==> src/rtl/isa_pkg.sv <==
// Shared ISA definitions for the instruction loader: class codes, field
// positions, the halt opcode, the loader state encoding and the word encoder.
package isa_pkg;

    localparam logic [1:0] CLS_DATA_IMM = 2'b00;
    localparam logic [1:0] CLS_DATA_REG = 2'b01;
    localparam logic [1:0] CLS_LDST     = 2'b10;
    localparam logic [1:0] CLS_BRANCH   = 2'b11;

    localparam int CLS_HI      = 31;
    localparam int CLS_LO      = 30;
    localparam int SP_BIT      = 29;
    localparam int SEC_HI      = 28;
    localparam int SEC_LO      = 25;
    localparam int RD_HI       = 24;
    localparam int RD_LO       = 21;
    localparam int RS1_HI      = 20;
    localparam int RS1_LO      = 17;
    localparam int RS2_HI      = 16;
    localparam int RS2_LO      = 13;
    localparam int IMM_HI      = 15;
    localparam int IMM_SHORT_HI = 12;
    localparam int IMM_LO      = 0;
    localparam int OPC_HI      = 31;
    localparam int OPC_LO      = 25;

    localparam logic [6:0] HALT_OPC = 7'b1101000;

    typedef enum logic [1:0] {
        ST_IDLE  = 2'd0,
        ST_LOAD  = 2'd1,
        ST_DRAIN = 2'd2,
        ST_DONE  = 2'd3
    } loaderState_t;

    // Register-form classes (01/11) have bit 0 of the class code set; they
    // carry rs2 and a 13-bit immediate, the others carry a 16-bit immediate
    // with bit 16 left at zero.
    function automatic logic [31:0] encodeWord(
        input logic [1:0]  cls,
        input logic        sp,
        input logic [3:0]  second,
        input logic [3:0]  rd,
        input logic [3:0]  rs1,
        input logic [3:0]  rs2,
        input logic [15:0] imm,
        input logic        halt
    );
        logic [31:0] w;
        w = '0;
        if (halt) begin
            w[OPC_HI:OPC_LO] = HALT_OPC;
        end else begin
            w[CLS_HI:CLS_LO] = cls;
            w[SP_BIT]        = sp;
            w[SEC_HI:SEC_LO] = second;
            w[RD_HI:RD_LO]   = rd;
            w[RS1_HI:RS1_LO] = rs1;
            if (cls[0]) begin
                w[RS2_HI:RS2_LO]       = rs2;
                w[IMM_SHORT_HI:IMM_LO] = imm[IMM_SHORT_HI:IMM_LO];
            end else begin
                w[IMM_HI:IMM_LO] = imm;
            end
        end
        return w;
    endfunction

endpackage

==> src/rtl/instr_word_fifo.sv <==
// Small synchronous FIFO buffering encoded instruction words between the
// field source and the instruction memory write port.
module instr_word_fifo
    import isa_pkg::*;
#(
    parameter int DEPTH = 4,
    parameter int WIDTH = 32
) (
    input  logic             clk,
    input  logic             rst,
    input  logic             push,
    input  logic             pop,
    input  logic [WIDTH-1:0] wrData,
    output logic [WIDTH-1:0] rdData,
    output logic             full,
    output logic             empty
);

    localparam int PTR_W = $clog2(DEPTH);

    logic [WIDTH-1:0] mem [DEPTH];
    logic [PTR_W:0]   wrPtr;
    logic [PTR_W:0]   rdPtr;

    assign empty  = (wrPtr == rdPtr);
    assign full   = (wrPtr[PTR_W] != rdPtr[PTR_W]) &&
                    (wrPtr[PTR_W-1:0] == rdPtr[PTR_W-1:0]);
    assign rdData = mem[rdPtr[PTR_W-1:0]];

    // Storage write; contents need no reset because the pointers gate reads.
    always_ff @(posedge clk) begin
        if (push && !full) begin
            mem[wrPtr[PTR_W-1:0]] <= wrData;
        end
    end

    // Pointer update; reset empties the buffer so an aborted load leaves nothing behind.
    always_ff @(posedge clk) begin
        if (!rst) begin
            wrPtr <= '0;
            rdPtr <= '0;
        end else begin
            if (push && !full) begin
                wrPtr <= wrPtr + 1'b1;
            end
            if (pop && !empty) begin
                rdPtr <= rdPtr + 1'b1;
            end
        end
    end

endmodule

==> src/rtl/instr_encode_loader.sv <==
// Packs decoded instruction fields into 32-bit words and streams them into
// instruction memory starting at BASE_ADDR, stopping after the halt word.
module instr_encode_loader
    import isa_pkg::*;
#(
    parameter int                ADDR_W     = 10,
    parameter int                FIFO_DEPTH = 4,
    parameter logic [ADDR_W-1:0] BASE_ADDR  = '0
) (
    input  logic              clk,
    input  logic              rst,
    input  logic              start,
    input  logic              in_valid,
    output logic              in_ready,
    input  logic [1:0]        in_class,
    input  logic              in_special,
    input  logic [3:0]        in_second,
    input  logic [3:0]        in_rd,
    input  logic [3:0]        in_rs1,
    input  logic [3:0]        in_rs2,
    input  logic [15:0]       in_imm,
    input  logic              in_halt,
    output logic              imem_we,
    input  logic              imem_ready,
    output logic [ADDR_W-1:0] imem_addr,
    output logic [31:0]       imem_wdata,
    output logic              busy,
    output logic              done,
    output logic [ADDR_W:0]   word_count,
    output logic              field_err,
    output logic              overflow
);

    loaderState_t state;
    loaderState_t nextState;

    logic        accept;
    logic        pop;
    logic        startLoad;
    logic        writePhase;
    logic        fifoFull;
    logic        fifoEmpty;
    logic [31:0] encodedWord;
    logic [31:0] fifoHead;
    logic        immTruncated;

    assign writePhase   = (state == ST_LOAD) || (state == ST_DRAIN);
    assign in_ready     = (state == ST_LOAD) && !fifoFull;
    assign accept       = in_valid && in_ready;
    assign imem_we      = writePhase && !fifoEmpty;
    assign pop          = imem_we && imem_ready;
    assign imem_wdata   = imem_we ? fifoHead : '0;
    assign startLoad    = start && ((state == ST_IDLE) || (state == ST_DONE));
    assign busy         = writePhase;
    assign done         = (state == ST_DONE);
    assign immTruncated = !in_halt && in_class[0] && (in_imm[15:13] != 3'b000);

    assign encodedWord = encodeWord(in_class, in_special, in_second, in_rd,
                                    in_rs1, in_rs2, in_imm, in_halt);

    instr_word_fifo #(
        .DEPTH (FIFO_DEPTH),
        .WIDTH (32)
    ) wordFifo (
        .clk    (clk),
        .rst    (rst),
        .push   (accept),
        .pop    (pop),
        .wrData (encodedWord),
        .rdData (fifoHead),
        .full   (fifoFull),
        .empty  (fifoEmpty)
    );

    // Loader state register.
    always_ff @(posedge clk) begin
        if (!rst) begin
            state <= ST_IDLE;
        end else begin
            state <= nextState;
        end
    end

    // Next-state: load until the halt bundle is taken, then drain the buffer.
    always_comb begin
        nextState = state;
        case (state)
            ST_IDLE:  if (start) nextState = ST_LOAD;
            ST_LOAD:  if (accept && in_halt) nextState = ST_DRAIN;
            ST_DRAIN: if (fifoEmpty) nextState = ST_DONE;
            ST_DONE:  if (start) nextState = ST_LOAD;
            default:  nextState = ST_IDLE;
        endcase
    end

    // Write address, word counter and sticky flags; a new load clears them all.
    always_ff @(posedge clk) begin
        if (!rst) begin
            imem_addr  <= BASE_ADDR;
            word_count <= '0;
            field_err  <= 1'b0;
            overflow   <= 1'b0;
        end else if (startLoad) begin
            imem_addr  <= BASE_ADDR;
            word_count <= '0;
            field_err  <= 1'b0;
            overflow   <= 1'b0;
        end else begin
            if (pop) begin
                imem_addr  <= imem_addr + 1'b1;
                word_count <= word_count + 1'b1;
                if (&imem_addr) begin
                    overflow <= 1'b1;
                end
            end
            if (accept && immTruncated) begin
                field_err <= 1'b1;
            end
        end
    end

endmodule
==> config.mk <==
export PLATFORM = sky130hd
export DESIGN_NAME = instr_encode_loader
export DESIGN_NICKNAME = d
export VERILOG_FILES = /design/src/rtl/isa_pkg.sv /design/src/rtl/instr_word_fifo.sv /design/src/rtl/instr_encode_loader.sv
export SDC_FILE = /design/constraint.sdc
export NUM_CORES = 1
export LEC_CHECK = 0
export ABC_AREA = 1
export CORE_AREA = 2 2 113 136
export DETAILED_ROUTE_END_ITERATION = 8
export DIE_AREA = 0 0 115 138
export PLACE_DENSITY = 0.79
export SLEW_MARGIN = 20
export SYNTH_ARGS = -nofsm -noshare
export SYNTH_HDL_FRONTEND = slang
export SYNTH_SLANG_ARGS = --single-unit
==> constraint.sdc <==
create_clock -name clk -period 2.62 [get_ports clk]
set_input_delay 0.524 -clock clk [delete_from_list [all_inputs] [get_ports clk]]
set_output_delay 0.524 -clock clk [all_outputs]
set_load 0.02 [all_outputs]
# [After elaboration in Yosys (flattened, before gate mapping)]
# Memories as Yosys holds them, arrays and structs flattened. A register that Yosys moved wholly into a read port is not among the register bits.
# Index checks and enable logic that the tools add are counted.
[word_totals] memories=1 mem_bits_rw=128 inputBits=41 register_bits=31
[memory_table] memory="wordFifo.mem" depth=4 word_bits=32 read_ports=1 rd_clocked_by_memory_dff=1 write_ports=1 line="instr_word_fifo.sv:21" text="logic [WIDTH-1:0] mem [DEPTH];"
[op_classes] n_reduce_logical=23 add_sub_neg=4 mux=13 n_eq_ne=9 bitwise_logic=1
[op_table] operator="$mux 32" n=1
[op_table] operator="$mux 25" n=1
[op_table] operator="$mux 16" n=1
[op_table] operator="$logic_and 1x1->1" n=12
[op_table] operator="$add 11x1->11 const B" n=1
[op_table] operator="$reduce_and 11->1" n=1
[op_table] operator="$add 10x1->10 const B" n=1
[op_table] operator="$mux 2" n=5
[op_table] operator="$mux 7" n=1
[op_table] operator="$add 3x1->3 const B" n=2
[op_table] operator="$ne 2x1->1 const B" n=3
[op_table] operator="$pmux 2 s3" n=1
[op_table] operator="$eq 2x2->1 const B" n=2
[op_table] operator="$reduce_or 2->1" n=2
[op_table] operator="$eq 3x3->1" n=1
[op_table] operator="$logic_not 1->1" n=3
[op_table] operator="$mux 1" n=3
[op_table] operator="$reduce_and 3->1" n=1
[op_table] operator="$reduce_bool 3->1" n=1
[op_table] operator="$eq 2x1->1 const B" n=1
[op_table] operator="$eq 2x2->1" n=1
[op_table] operator="$logic_not 2->1" n=1
[op_table] operator="$logic_or 1x1->1" n=2
[op_table] operator="$ne 1x1->1" n=1
[op_table] operator="$not 1->1" n=1

# [Depth between registers and ports, before layout]
# Gate-level depths: netlist of run 1.
[depth] word_depth=8 mapped_depth=11 mapped_depth_nobuf=10

# [Hierarchy]
# From an unflattened synthesis of run 1, not the netlist that was laid out.
[hier_totals] hier_cells=699 hier_area_um2=7068.0
[by_module_without_submodules] mod="instr_word_fifo" instances=1 cells_each=384 area_per_inst_um2=5231.3
[by_module_without_submodules] mod="instr_encode_loader" instances=1 cells_each=315 area_per_inst_um2=1836.8

# [Worst setup path before layout of run 1]
# Ideal clock, no wire load.
[synth_timing] kind="reg2reg" from="register wordFifo.wrPtr[0]" to="memory wordFifo.mem[3][0], enable pin" t_arrival_ns=2.228 t_required_ns=2.197 setup_slack_ns=-0.031 n_path_buf=0 path_stages_with_launch=7 path_cell_list="dfxtp_1 > inv_2 > nand2_1 > nand2_1 > nand3_1 > nand3_2 > nor2_1"
[synth_between] elab_chain_len=8
[synth_rtl] item="from (decl)" line="instr_word_fifo.sv:22" text="logic [PTR_W:0] wrPtr;"
[synth_rtl] item="from (signal assigned)" line="instr_word_fifo.sv:44" text="wrPtr <= wrPtr + 1'b1;"
[synth_rtl] item="$eq 2x2->1" line="instr_word_fifo.sv:27" text="(wrPtr[PTR_W-1:0] == rdPtr[PTR_W-1:0]);"
[synth_rtl] item="$logic_and 1x1->1" line="instr_word_fifo.sv:26" text="assign full = (wrPtr[PTR_W] != rdPtr[PTR_W]) &&"
[synth_rtl] item="$logic_not 1->1" line="instr_word_fifo.sv:32, instr_encode_loader.sv:48"
[synth_rtl] item="$logic_and 1x1->1" line="instr_encode_loader.sv:48" text="assign in_ready = (state == ST_LOAD) && !fifoFull;"
[synth_rtl] item="$logic_and 1x1->1" line="instr_encode_loader.sv:49" text="assign accept = in_valid && in_ready;"
[synth_rtl] item="$logic_and 1x1->1" line="instr_word_fifo.sv:32" text="if (push && !full) begin"
[synth_rtl] item="$mux 1" line="instr_word_fifo.sv:32"
[synth_rtl] item="$mux 1 (not written as such)" line="instr_word_fifo.sv:33" text="mem[wrPtr[PTR_W-1:0]] <= wrData;"
[synth_rtl] item="to (decl)" line="instr_word_fifo.sv:21"
# Parallel ways exist; a longest one is shown, timed or not.

# [Worst setup path after layout of run 1]
[layout_timing] from="register state[0]" to="output imem_wdata[6]"
[layout_between] elab_chain_len=4
[layout_rtl] item="from (decl)" line="instr_encode_loader.sv:34" text="loaderState_t state;"
[layout_rtl] item="from (signal assigned)" line="instr_encode_loader.sv:80" text="state <= nextState;"
[layout_rtl] item="$eq 2x1->1 / $eq 2x2->1 (equally long branches)" line="instr_encode_loader.sv:47" text="assign writePhase = (state == ST_LOAD) || (state == ST_DRAIN);"
[layout_rtl] item="$logic_or 1x1->1 (*)" line="instr_encode_loader.sv:47"
[layout_rtl] item="$logic_and 1x1->1 (*)" line="instr_encode_loader.sv:50" text="assign imem_we = writePhase && !fifoEmpty;"
[layout_rtl] item="$mux 32 (*)" line="instr_encode_loader.sv:52" text="assign imem_wdata = imem_we ? fifoHead : '0;"
[layout_rtl] item="to (decl)" line="instr_encode_loader.sv:26" text="output logic [31:0] imem_wdata,"
# Mark *: on every way between the ends. The rest lies on a longest branch, timed or not.

==> key figures, run 1 <==
Die
  • Starting utilization of the core area: 47.50%
  • Std-Cell Rows: 49
  • Area of the die: 15870 um^2
  • Vertical extent of the die: 138 um
  • Width of the chip: 115 um
  • IO Pins: 100
  • Core Box Area: 14710 um^2

Clocking
  • Number of clock sinks: 161
  • Clock buffer depth: 2
  • Number of buffers created by CTS: 17
  • Total setup buffers inserted after CTS: 0
  • TritonCTS clock tree: yes
  • Cts-stage hold buffer count: 0
  • Number of levels the H-tree was split into: 4
  • Reg clk slew, reported paths: 0.07 ns
  • Clock tree root buffer cell: sky130_fd_sc_hd__clkbuf_16
  • Clock latency at the later pin of the worst-skew pair: 0.42 ns

Critical path
  • Worst Setup EP: imem_wdata[6]
  • Required time at the endpoint of the critical path: 2.10 ns
  • Reg-to-reg startpoint: wordFifo.wrPtr[1]
  • Critical path launch point type: register
  • CP startpoint: state[0]
  • Slack of the worst reg-to-reg path: 0.65 ns
  • Reg-to-reg endpoint: wordFifo.mem[3][7]
  • Type of destination of the critical path: primary output
  • Worst R2R Path Depth: 7
  • Start-to-end type of the worst setup path: register to primary output
  • Largest fanout on the critical path: 11
  • Signal arrival time at the worst endpoint: 2.00 ns

Outcome
  • Run status: completed

Detailed routing
  • Total Routed Length: 16.17 mm
  • Post-route DRC: 0
  • Iter 0 DRT Violations: 434
  • Count of TritonRoute iterations in the first routing pass: 5
  • Total number of vias: 5311
  • Number of vias per cell: 5.290
  • Drt wl/cell: 16.11 um
  • Routed Antenna Nets: 0

Timing
  • Setup Skew: 0.01119 ns
  • Post-route minimum period: 2.528 ns
  • Setup TNS: 0 ns
  • Post-route setup slack: 0.09153 ns
  • RSZ-0062 raised after global routing: false
  • WHS: 0.4706 ns
  • Number of max-slew violations in the final report: 0
  • Final count of negative-setup-slack endpoints: 0
  • Relative slew slack: 68.31%
  • Number of hold violations in the final report: 0
  • Transition time at the pin with the least slew margin: 0.4704 ns
  • Final worst path period share: 96.51%
  • Maximum clock frequency: 395.5 MHz

Yosys
  • Synth Register Bits: 161
  • Mean area per synthesized cell: 9.914 um^2
  • Post-Syn Instances: 705
  • Count of distinct cell types in the synthesized netlist: 30
  • Total standard cell area after synthesis: 6989 um^2
  • Net Count, Synth: 756
  • Sequential area share after synthesis: 64.45%
  • Warnings from Yosys: 0

Placed design
  • Input/output buffers: 99
  • Half-perimeter wire length of the detailed placement result: 9.917 mm
  • Global placer's final weighted congestion: 0.8456
  • Setup Slack @ Placement: 0.05299 ns
  • Placed Instance Area: 8298 um^2

Pwr
  • Power per cell area: 855.5 nW/um^2
  • Net switching power: 2.515 mW
  • Max IR drop VDD: 453.7 uV
  • Power share of the sequential group: 39.8%
  • Part of the power in the clock network: 32.2%
  • Combinational Power Share: 28.0%
  • Leakage dissipation: 3.389 nW
  • Cell Int Power: 5.037 mW
  • Switching power as a share of total power: 33.30%

Final layout
  • Layout cell share with drive strength beyond 1: 10.53%
  • Final core utilization: 60.00%
  • Post-route cell area: 8828 um^2
  • Number of nets in the final layout: 864
  • Diodes inserted: 0
  • Layout Area Growth over Synthesis: 26.32%

GRT
  • Overall Global Routing Usage: 20.23%
  • Vias in the first global route: 5040
  • Overflow left after global routing: 0
  • Global-route wire length before repair: 24.79 mm
  • Pin count of the biggest net entering global routing: 45
  • Initial antenna violation count: 1

Worst hold path
  • Min-Delay Path Class: register to register

Flow run
  • Max-cap check violation count: 0
-- per-stage QoR --
step	std cells	power, mW
3_5_place_dp	971	5.190
5_1_grt	1004	7.930
2_1_floorplan	705	4.328
4_1_cts	1003	7.519
3_3_place_gp	971	5.153
6_report	1004	7.553
-- flip-flops by register name, indices dropped and copies added, names as in the netlist, named ones only --
name	count
wordFifo.mem	128
wordFifo.rdPtr	3
field_err	1
word_count	11
overflow	1
wordFifo.wrPtr	3
state	2
imem_addr	10
-- layout make-up --
class	instances	area, um^2
clock buffers	17	425.4
clock inverters	15	155.1
fillers	1186	5886
inverters	71	272.8
multi-input cells	442	2117
flip-flops and latches	161	4506
well taps	178	222.7
repair buffers	120	1130
-- power groups by stage --
stage / combinational (mW) / sequential (mW) / clock (mW)
floorplan: 1.27 / 3.06 / 0
global placement: 2.10 / 3.05 / 0
detailed placement: 2.13 / 3.06 / 0
CTS: 2.06 / 3.00 / 2.46
global route: 2.32 / 3.02 / 2.59
finish: 2.11 / 3.00 / 2.43
-- cells in the mapped netlist (all sizes together) --
master  count  area [um^2]
xnor2       5        43.79
o21ai      81        405.4
clkbuf     17        63.81
or2         4        25.02
edfxtp    128         3844
dfxtp      33        660.6
nand3      16        90.09
nand2      73        286.5
nand4       4        25.02
inv        70        265.3
buf        15        92.58
a31oi       1        6.260
ha         10        125.1
a21oi      60        300.3
nor4        1        6.260
nor2      173        665.6
and3        1        6.260
clkinv      1        3.750
nor3b       1        7.510
nor3        8        40.04
xor2        3        26.28
-- worst min path at each step --
stage,from,endpoint,depth (start not counted)
CTS,overflow,overflow,2
floorplan,wordFifo.rdPtr[1],register,2
global placement,field_err,field_err,2
global route,overflow,overflow,2
detailed placement,overflow,overflow,2
finish,overflow,overflow,2
-- critical path: stages (launching register included) --
cell	delay (ns)
sky130_fd_sc_hd__dfxtp_1	0.33
sky130_fd_sc_hd__inv_1	0.04
sky130_fd_sc_hd__ha_1	0.34
sky130_fd_sc_hd__inv_4	0.14
sky130_fd_sc_hd__nand2_4	0.18
sky130_fd_sc_hd__a21oi_1	0.19
sky130_fd_sc_hd__dlygate4sd2_1	0.35
-- cells in the final DEF (no fill, tap or decap), types with 4 or more instances in the layout --
cell type and n:
sky130_fd_sc_hd__nor2_1 168, sky130_fd_sc_hd__edfxtp_1 128, sky130_fd_sc_hd__o21ai_0 73, sky130_fd_sc_hd__nand2_1 70, sky130_fd_sc_hd__inv_1 65, sky130_fd_sc_hd__clkdlybuf4s50_1 65, sky130_fd_sc_hd__a21oi_1 60, sky130_fd_sc_hd__dfxtp_1 32
sky130_fd_sc_hd__dlygate4sd2_1 20, sky130_fd_sc_hd__clkbuf_16 17, sky130_fd_sc_hd__buf_4 16, sky130_fd_sc_hd__nand3_1 14, sky130_fd_sc_hd__clkbuf_2 12, sky130_fd_sc_hd__ha_1 10, sky130_fd_sc_hd__o21ai_1 8, sky130_fd_sc_hd__nor3_1 8
sky130_fd_sc_hd__xnor2_1 5, sky130_fd_sc_hd__inv_6 5, sky130_fd_sc_hd__buf_12 5, sky130_fd_sc_hd__or2_2 4, sky130_fd_sc_hd__clkinv_2 4, sky130_fd_sc_hd__nor2_4 4, sky130_fd_sc_hd__nand4_1 4
-- metal layers --
layer	share of wire, %	up-vias	GRT usage (%)
li1	-	2578	-
met1	40	2497	24.76
met2	49	209	33.59
met3	8.5	25	5.787
met4	2.2	2	8.053
met5	0.080	-	0
-- cells by family after synthesis --
family,count (synthesis),synth area share [%]
and+or+nand+nor,281,16.49
xor gates and xnor gates,8,1.003
adders and majority gates,10,1.790
AOI/OAI and AO/OA,142,10.19
buffers and inverters,103,6.087
DFF,161,64.45
-- timing repair --
item                       in CTS  in global routing
setup endpoints to repair      33                 16
gates resized for setup        39                 27
pin swaps                       0                  1
cloned                          0                  1
Power figures use the tool's default switching activity.
==> run 2: changes to the inputs <==
Settings changed: PLACE_DENSITY 0.79 to 0.8.
==> run 2 against run 1 <==
Compared with the run above: global-route usage decreased by 0.44 points; via count shrank 2.4%; utilization barely moved; combinational power decreased by 5%; clock skew up 0.0040 ns; cell count down 0.20%; critical path depth up 1; worst hold slack worse by 0.016 ns; wire length down 5.4%; final area barely moved; count of clock-buffer cells in the layout unchanged; largest cell class unchanged; largest power group unchanged.
==> key figures, run 2 (synthesis gave the netlist of run 1 again) <==
GRT
  • Overall Global Routing Usage: 19.78%
  • Pin count of the biggest net entering global routing: 41
  • Initial antenna violation count: 0
  • Vias in the first global route: 5006
  • Global-route wire length before repair: 24.37 mm
  • Overflow left after global routing: 0

Timing
  • Final count of negative-setup-slack endpoints: 0
  • Setup Skew: 0.01522 ns
  • Maximum clock frequency: 396.9 MHz
  • Post-route minimum period: 2.520 ns
  • Transition time at the pin with the least slew margin: 0.4638 ns
  • WHS: 0.4551 ns
  • Relative slew slack: 68.75%
  • RSZ-0062 raised after global routing: false
  • Number of hold violations in the final report: 0
  • Final worst path period share: 96.17%
  • Number of max-slew violations in the final report: 0

Pwr
  • Part of the power in the clock network: 33.8%
  • Max IR drop VDD: 439.5 uV
  • Cell Int Power: 5.150 mW
  • Switching power as a share of total power: 32.21%
  • Power share of the sequential group: 39.7%
  • Net switching power: 2.447 mW
  • Total power after layout: 7.596 mW
  • Leakage dissipation: 3.382 nW
  • Power per cell area: 860.8 nW/um^2
  • Combinational Power Share: 26.5%

Flow run
  • Max-cap check violation count: 0

Placed design
  • Input/output buffers: 99
  • Half-perimeter wire length of the detailed placement result: 9.867 mm
  • Global placer's final weighted congestion: 0.8266

Die
  • Width of the chip: 115 um
  • Area of the die: 15870 um^2
  • IO Pins: 100
  • Std-Cell Rows: 49
  • Core Box Area: 14710 um^2
  • Starting utilization of the core area: 47.50%
  • Vertical extent of the die: 138 um

Critical path
  • Library cell contributing the largest single delay on the critical path: sky130_fd_sc_hd__dfxtp_1
  • Start-to-end type of the worst setup path: register to primary output
  • Signal arrival time at the worst endpoint: 2.00 ns
  • Type of destination of the critical path: primary output
  • Critical path, cell by cell: inv_1 > ha_1 > inv_2 > nand2_8 > buf_12 > a21oi_1 > clkdlybuf4s15_2
  • Largest fanout on the critical path: 20
  • Required time at the endpoint of the critical path: 2.10 ns
  • Crit-path max cell delay: 0.34 ns
  • Critical path launch point type: register

Clocking
  • Reg clk slew, reported paths: 0.07 ns
  • Number of buffers created by CTS: 17
  • Number of clock sinks: 161
  • TritonCTS clock tree: yes
  • Number of levels the H-tree was split into: 4
  • Clock tree root buffer cell: sky130_fd_sc_hd__clkbuf_16
  • Clock latency at the later pin of the worst-skew pair: 0.42 ns
  • Clock buffer depth: 2

Final layout
  • Leading cell type in the layout, fill and taps excluded: sky130_fd_sc_hd__nor2_1
  • Layout cell share with drive strength beyond 1: 11.04%
  • Number of nets in the final layout: 862
  • Diodes inserted: 0
  • Number of filler cells placed in the layout: 1200
  • Top library cells by usage in the layout, fill and taps aside: sky130_fd_sc_hd__nor2_1 (168), sky130_fd_sc_hd__edfxtp_1 (128), sky130_fd_sc_hd__o21ai_0 (74)
  • Layout Area Growth over Synthesis: 26.26%
  • Max FFs per register: 128

Detailed routing
  • Total Routed Length: 15.30 mm
  • Iter 0 DRT Violations: 333
  • Count of TritonRoute iterations in the first routing pass: 5
  • Total number of vias: 5183
  • Post-route DRC: 0
  • Number of vias per cell: 5.173
  • Drt wl/cell: 15.27 um
  • Routed Antenna Nets: 0

Outcome
  • Run status: completed

Worst hold path
  • Min-Delay Path Class: register to register
==> run 2: cell types whose count changed in the layout (fill, tap and decap cells not counted), sizes merged <==
cell and delta:
buf -1, bufinv +1, clkbuf +6, clkdlybuf4s15 +1
clkinv -2, clkinvlp -2, dlygate4sd2 -7, inv +3
nand2 -1
==> run 2: through the flow <==
step	util, %	setup TNS [ns]	setup WS (ns)	instances	cell area (um^2)
2_1_floorplan	-	-1.207	-0.01258	705	6992
3_3_place_gp	56.34	0	0.1866	970	8290
3_5_place_dp	56.34	0	0.1068	970	8290
4_1_cts	60.41	0	0.01449	1002	8889
5_1_grt	59.97	0	0.0004579	1002	8825
6_report	59.97	0	0.1002	1002	8825
==> run 2: worst max-delay path, delay by kind of cell (launching register included) <==
family                     cells  cell delay, ns
buffers and inverters          4            0.64
adders and majority gates      1            0.32
AOI/OAI and AO/OA              1            0.14
DFF                            1            0.34
and+or+nand+nor                1            0.13
==> run 2: timing repair <==
item / in CTS / in global routing
buffers inserted: 0 / 0
setup endpoints to repair: 33 / 20
hold buffers: 0 / 0
gates resized for setup: 39 / 38
==> run 2: final cells by class <==
type	count	area, um^2	share of cell area (%)
multi-input cells	441	2098	23.78
well taps	178	222.7	2.524
repair buffers	119	1105	12.52
clock inverters	15	196.4	2.226
flip-flops and latches	161	4508	51.08
inverters	71	269.0	3.048
clock buffers	17	425.4	4.821
==> run 2: routing by layer <==
layer	wire (um)	GRT usage, %	vias up
met5	0	0	-
met4	178	6.024	0
met3	1153	6.050	14
met2	7774	33.72	184
met1	6194	24.00	2419
li1	-	-	2566
==> run 2: final timing paths <==
path	start	to	slack (ns)	depth (start not counted)
worst max register to register	wordFifo.wrPtr[1]	wordFifo.mem[1][0]	0.56	7
worst max-delay path	state[0]	imem_wdata[19]	0.10	7
worst min register to register	field_err	field_err	0.46	2
worst min-delay path	field_err	field_err	0.46	2
==> run 2: power groups by stage <==
stage / Combinational [mW] / Clock, mW / Sequential, mW
after global routing: 2.22 / 2.74 / 3.03
after global placement: 2.08 / 0 / 3.06
final: 2.01 / 2.57 / 3.02
after detailed placement: 2.12 / 0 / 3.07
after CTS: 2.05 / 2.61 / 3.02
after floorplan: 1.27 / 0 / 3.06
==> run 3: changes to the inputs <==
Settings changed: SETUP_SLACK_MARGIN from default to 0.02.
==> run 3 against run 2 <==
Compared with the run above: utilization is 0.077 points lower; global-route usage stayed put; count of clock-buffer cells in the layout unchanged; critical path depth is 1 lower; power is essentially flat; final area is 0.13% lower; worst hold slack about the same; sequential power is essentially flat; sequential share of layout area rose by 0.065 points; non-clock buffer count unchanged; cell count stayed put; largest cell class unchanged; largest power group unchanged.
==> key figures, run 3 (synthesis gave the netlist of run 1 again) <==
Detailed routing
  • Routed Antenna Nets: 0
  • Post-route DRC: 0
  • Count of TritonRoute iterations in the first routing pass: 5
  • Iter 0 DRT Violations: 333
  • Drt wl/cell: 15.28 um
  • Total number of vias: 5167
  • Number of vias per cell: 5.157
  • Total Routed Length: 15.31 mm

Clocking
  • Clock tree root buffer cell: sky130_fd_sc_hd__clkbuf_16
  • Reg clk slew, reported paths: 0.07 ns
  • TritonCTS clock tree: yes
  • Number of clock sinks: 161
  • Number of levels the H-tree was split into: 4
  • Number of buffers created by CTS: 17
  • Clock buffer depth: 2
  • Total setup buffers inserted after CTS: 0
  • Clock latency at the later pin of the worst-skew pair: 0.42 ns

Timing
  • Number of hold violations in the final report: 0
  • Post-route minimum period: 2.477 ns
  • Final worst path period share: 94.53%
  • Relative slew slack: 68.57%
  • WHS: 0.4551 ns
  • Final count of negative-setup-slack endpoints: 0
  • Setup Skew: 0.01519 ns
  • RSZ-0062 raised after global routing: false
  • Transition time at the pin with the least slew margin: 0.4665 ns
  • Setup TNS: 0 ns
  • Maximum clock frequency: 403.7 MHz
  • Number of max-slew violations in the final report: 0

Placed design
  • Global placer's final weighted congestion: 0.8266
  • Half-perimeter wire length of the detailed placement result: 9.867 mm
  • Placed instance count: 970
  • Input/output buffers: 99

Final layout
  • Layout cell share with drive strength beyond 1: 11.17%
  • Number of nets in the final layout: 862
  • Leading cell type in the layout, fill and taps excluded: sky130_fd_sc_hd__nor2_1
  • Max FFs per register: 128
  • Count of non-filler cells in the finished layout: 1002
  • Top library cells by usage in the layout, fill and taps aside: sky130_fd_sc_hd__nor2_1 (168), sky130_fd_sc_hd__edfxtp_1 (128), sky130_fd_sc_hd__o21ai_0 (74)
  • Layout Area Growth over Synthesis: 26.10%
  • Diodes inserted: 0
  • Final core utilization: 59.90%

GRT
  • Vias in the first global route: 5006
  • Pin count of the biggest net entering global routing: 41
  • Overall Global Routing Usage: 19.78%
  • Initial antenna violation count: 0
  • Global-route wire length before repair: 24.37 mm
  • Overflow left after global routing: 0

Critical path
  • Reg-to-reg endpoint: wordFifo.mem[1][0]
  • Start-to-end type of the worst setup path: register to primary output
  • Worst Setup EP: imem_wdata[0]
  • Worst R2R Path Depth: 7
  • Type of destination of the critical path: primary output
  • Reg-to-reg startpoint: wordFifo.wrPtr[1]
  • CP startpoint: state[0]
  • Required time at the endpoint of the critical path: 2.10 ns
  • Critical path launch point type: register
  • Largest fanout on the critical path: 15
  • Signal arrival time at the worst endpoint: 1.95 ns
  • Slack of the worst reg-to-reg path: 0.55 ns

Pwr
  • Leakage dissipation: 3.384 nW
  • Power per cell area: 861.3 nW/um^2
  • Total power after layout: 7.591 mW
  • Max IR drop VDD: 439.2 uV

Outcome
  • Run status: completed

Die
  • IO Pins: 100
  • Vertical extent of the die: 138 um
  • Core Box Area: 14710 um^2
  • Starting utilization of the core area: 47.50%
  • Std-Cell Rows: 49
  • Width of the chip: 115 um
  • Area of the die: 15870 um^2

Worst hold path
  • Startpoint of the tightest hold check path: field_err
  • Min-Delay Path Class: register to register

Flow run
  • Max-cap check violation count: 0
run 3: how the worst min path moves through the flow:
stage                end  slack (ns)  cells past startpoint
6_report       field_err        0.46                      2
5_1_grt         overflow        0.49                      2
4_1_cts        field_err        0.46                      2
3_5_place_dp   field_err        0.45                      2
3_3_place_gp   field_err        0.44                      2
2_1_floorplan   register        0.47                      2
run 3: layer usage:
| metal | routed length, um | vias to the layer above | global-route usage [%] |
|---|---|---|---|
| met3 | 1168 | 15 | 6.050 |
| met1 | 6124 | 2409 | 24.00 |
| met2 | 7832 | 178 | 33.72 |
| met4 | 183 | 0 | 6.024 |
| met5 | 0 | - | 0 |
| li1 | - | 2565 | - |
run 3: through the flow:
stage               cell area (um^2)  setup WS [ns]
floorplan                       6992       -0.01258
global placement                8290         0.1866
detailed placement              8290         0.1068
CTS                             8889        0.01449
global route                    8813        0.04307
finish                          8813         0.1432
run 3: final cells by class:
type | instances | area (um^2)
Fill cell | 1203 | 5901
Clock inverter | 15 | 196.4
Timing Repair Buffer | 119 | 1094
Multi-Input combinational cell | 441 | 2098
Sequential cell | 161 | 4508
Tap cell | 178 | 222.7
Inverter | 71 | 269.0
Clock buffer | 17 | 425.4
run 3: worst max-delay path, cell delays in order, from the launching register on:
cell and delay (ns):
sky130_fd_sc_hd__dfxtp_1 0.34, sky130_fd_sc_hd__inv_1 0.05, sky130_fd_sc_hd__ha_1 0.32, sky130_fd_sc_hd__inv_2 0.13
sky130_fd_sc_hd__nand2_8 0.13, sky130_fd_sc_hd__a21oi_1 0.17, sky130_fd_sc_hd__dlygate4sd2_1 0.39
run 3: repair_timing:
item                                    CTS  global route
endpoints found under the setup margin   33            21
endpoints found under the hold margin     0             0
resized for setup                        39            40
hold buffers                              0             0
gates cloned                              0             0
run 3: report_power, final:
part / total, mW / leakage [nW] / internal [mW] / switching (mW)
Sequential: 3.02 / 1.44 / 2.94 / 0.0802
Clock: 2.57 / 0.307 / 1.53 / 1.04
Combinational: 2.00 / 1.64 / 0.674 / 1.33
Total: 7.59 / 3.38 / 5.14 / 2.45
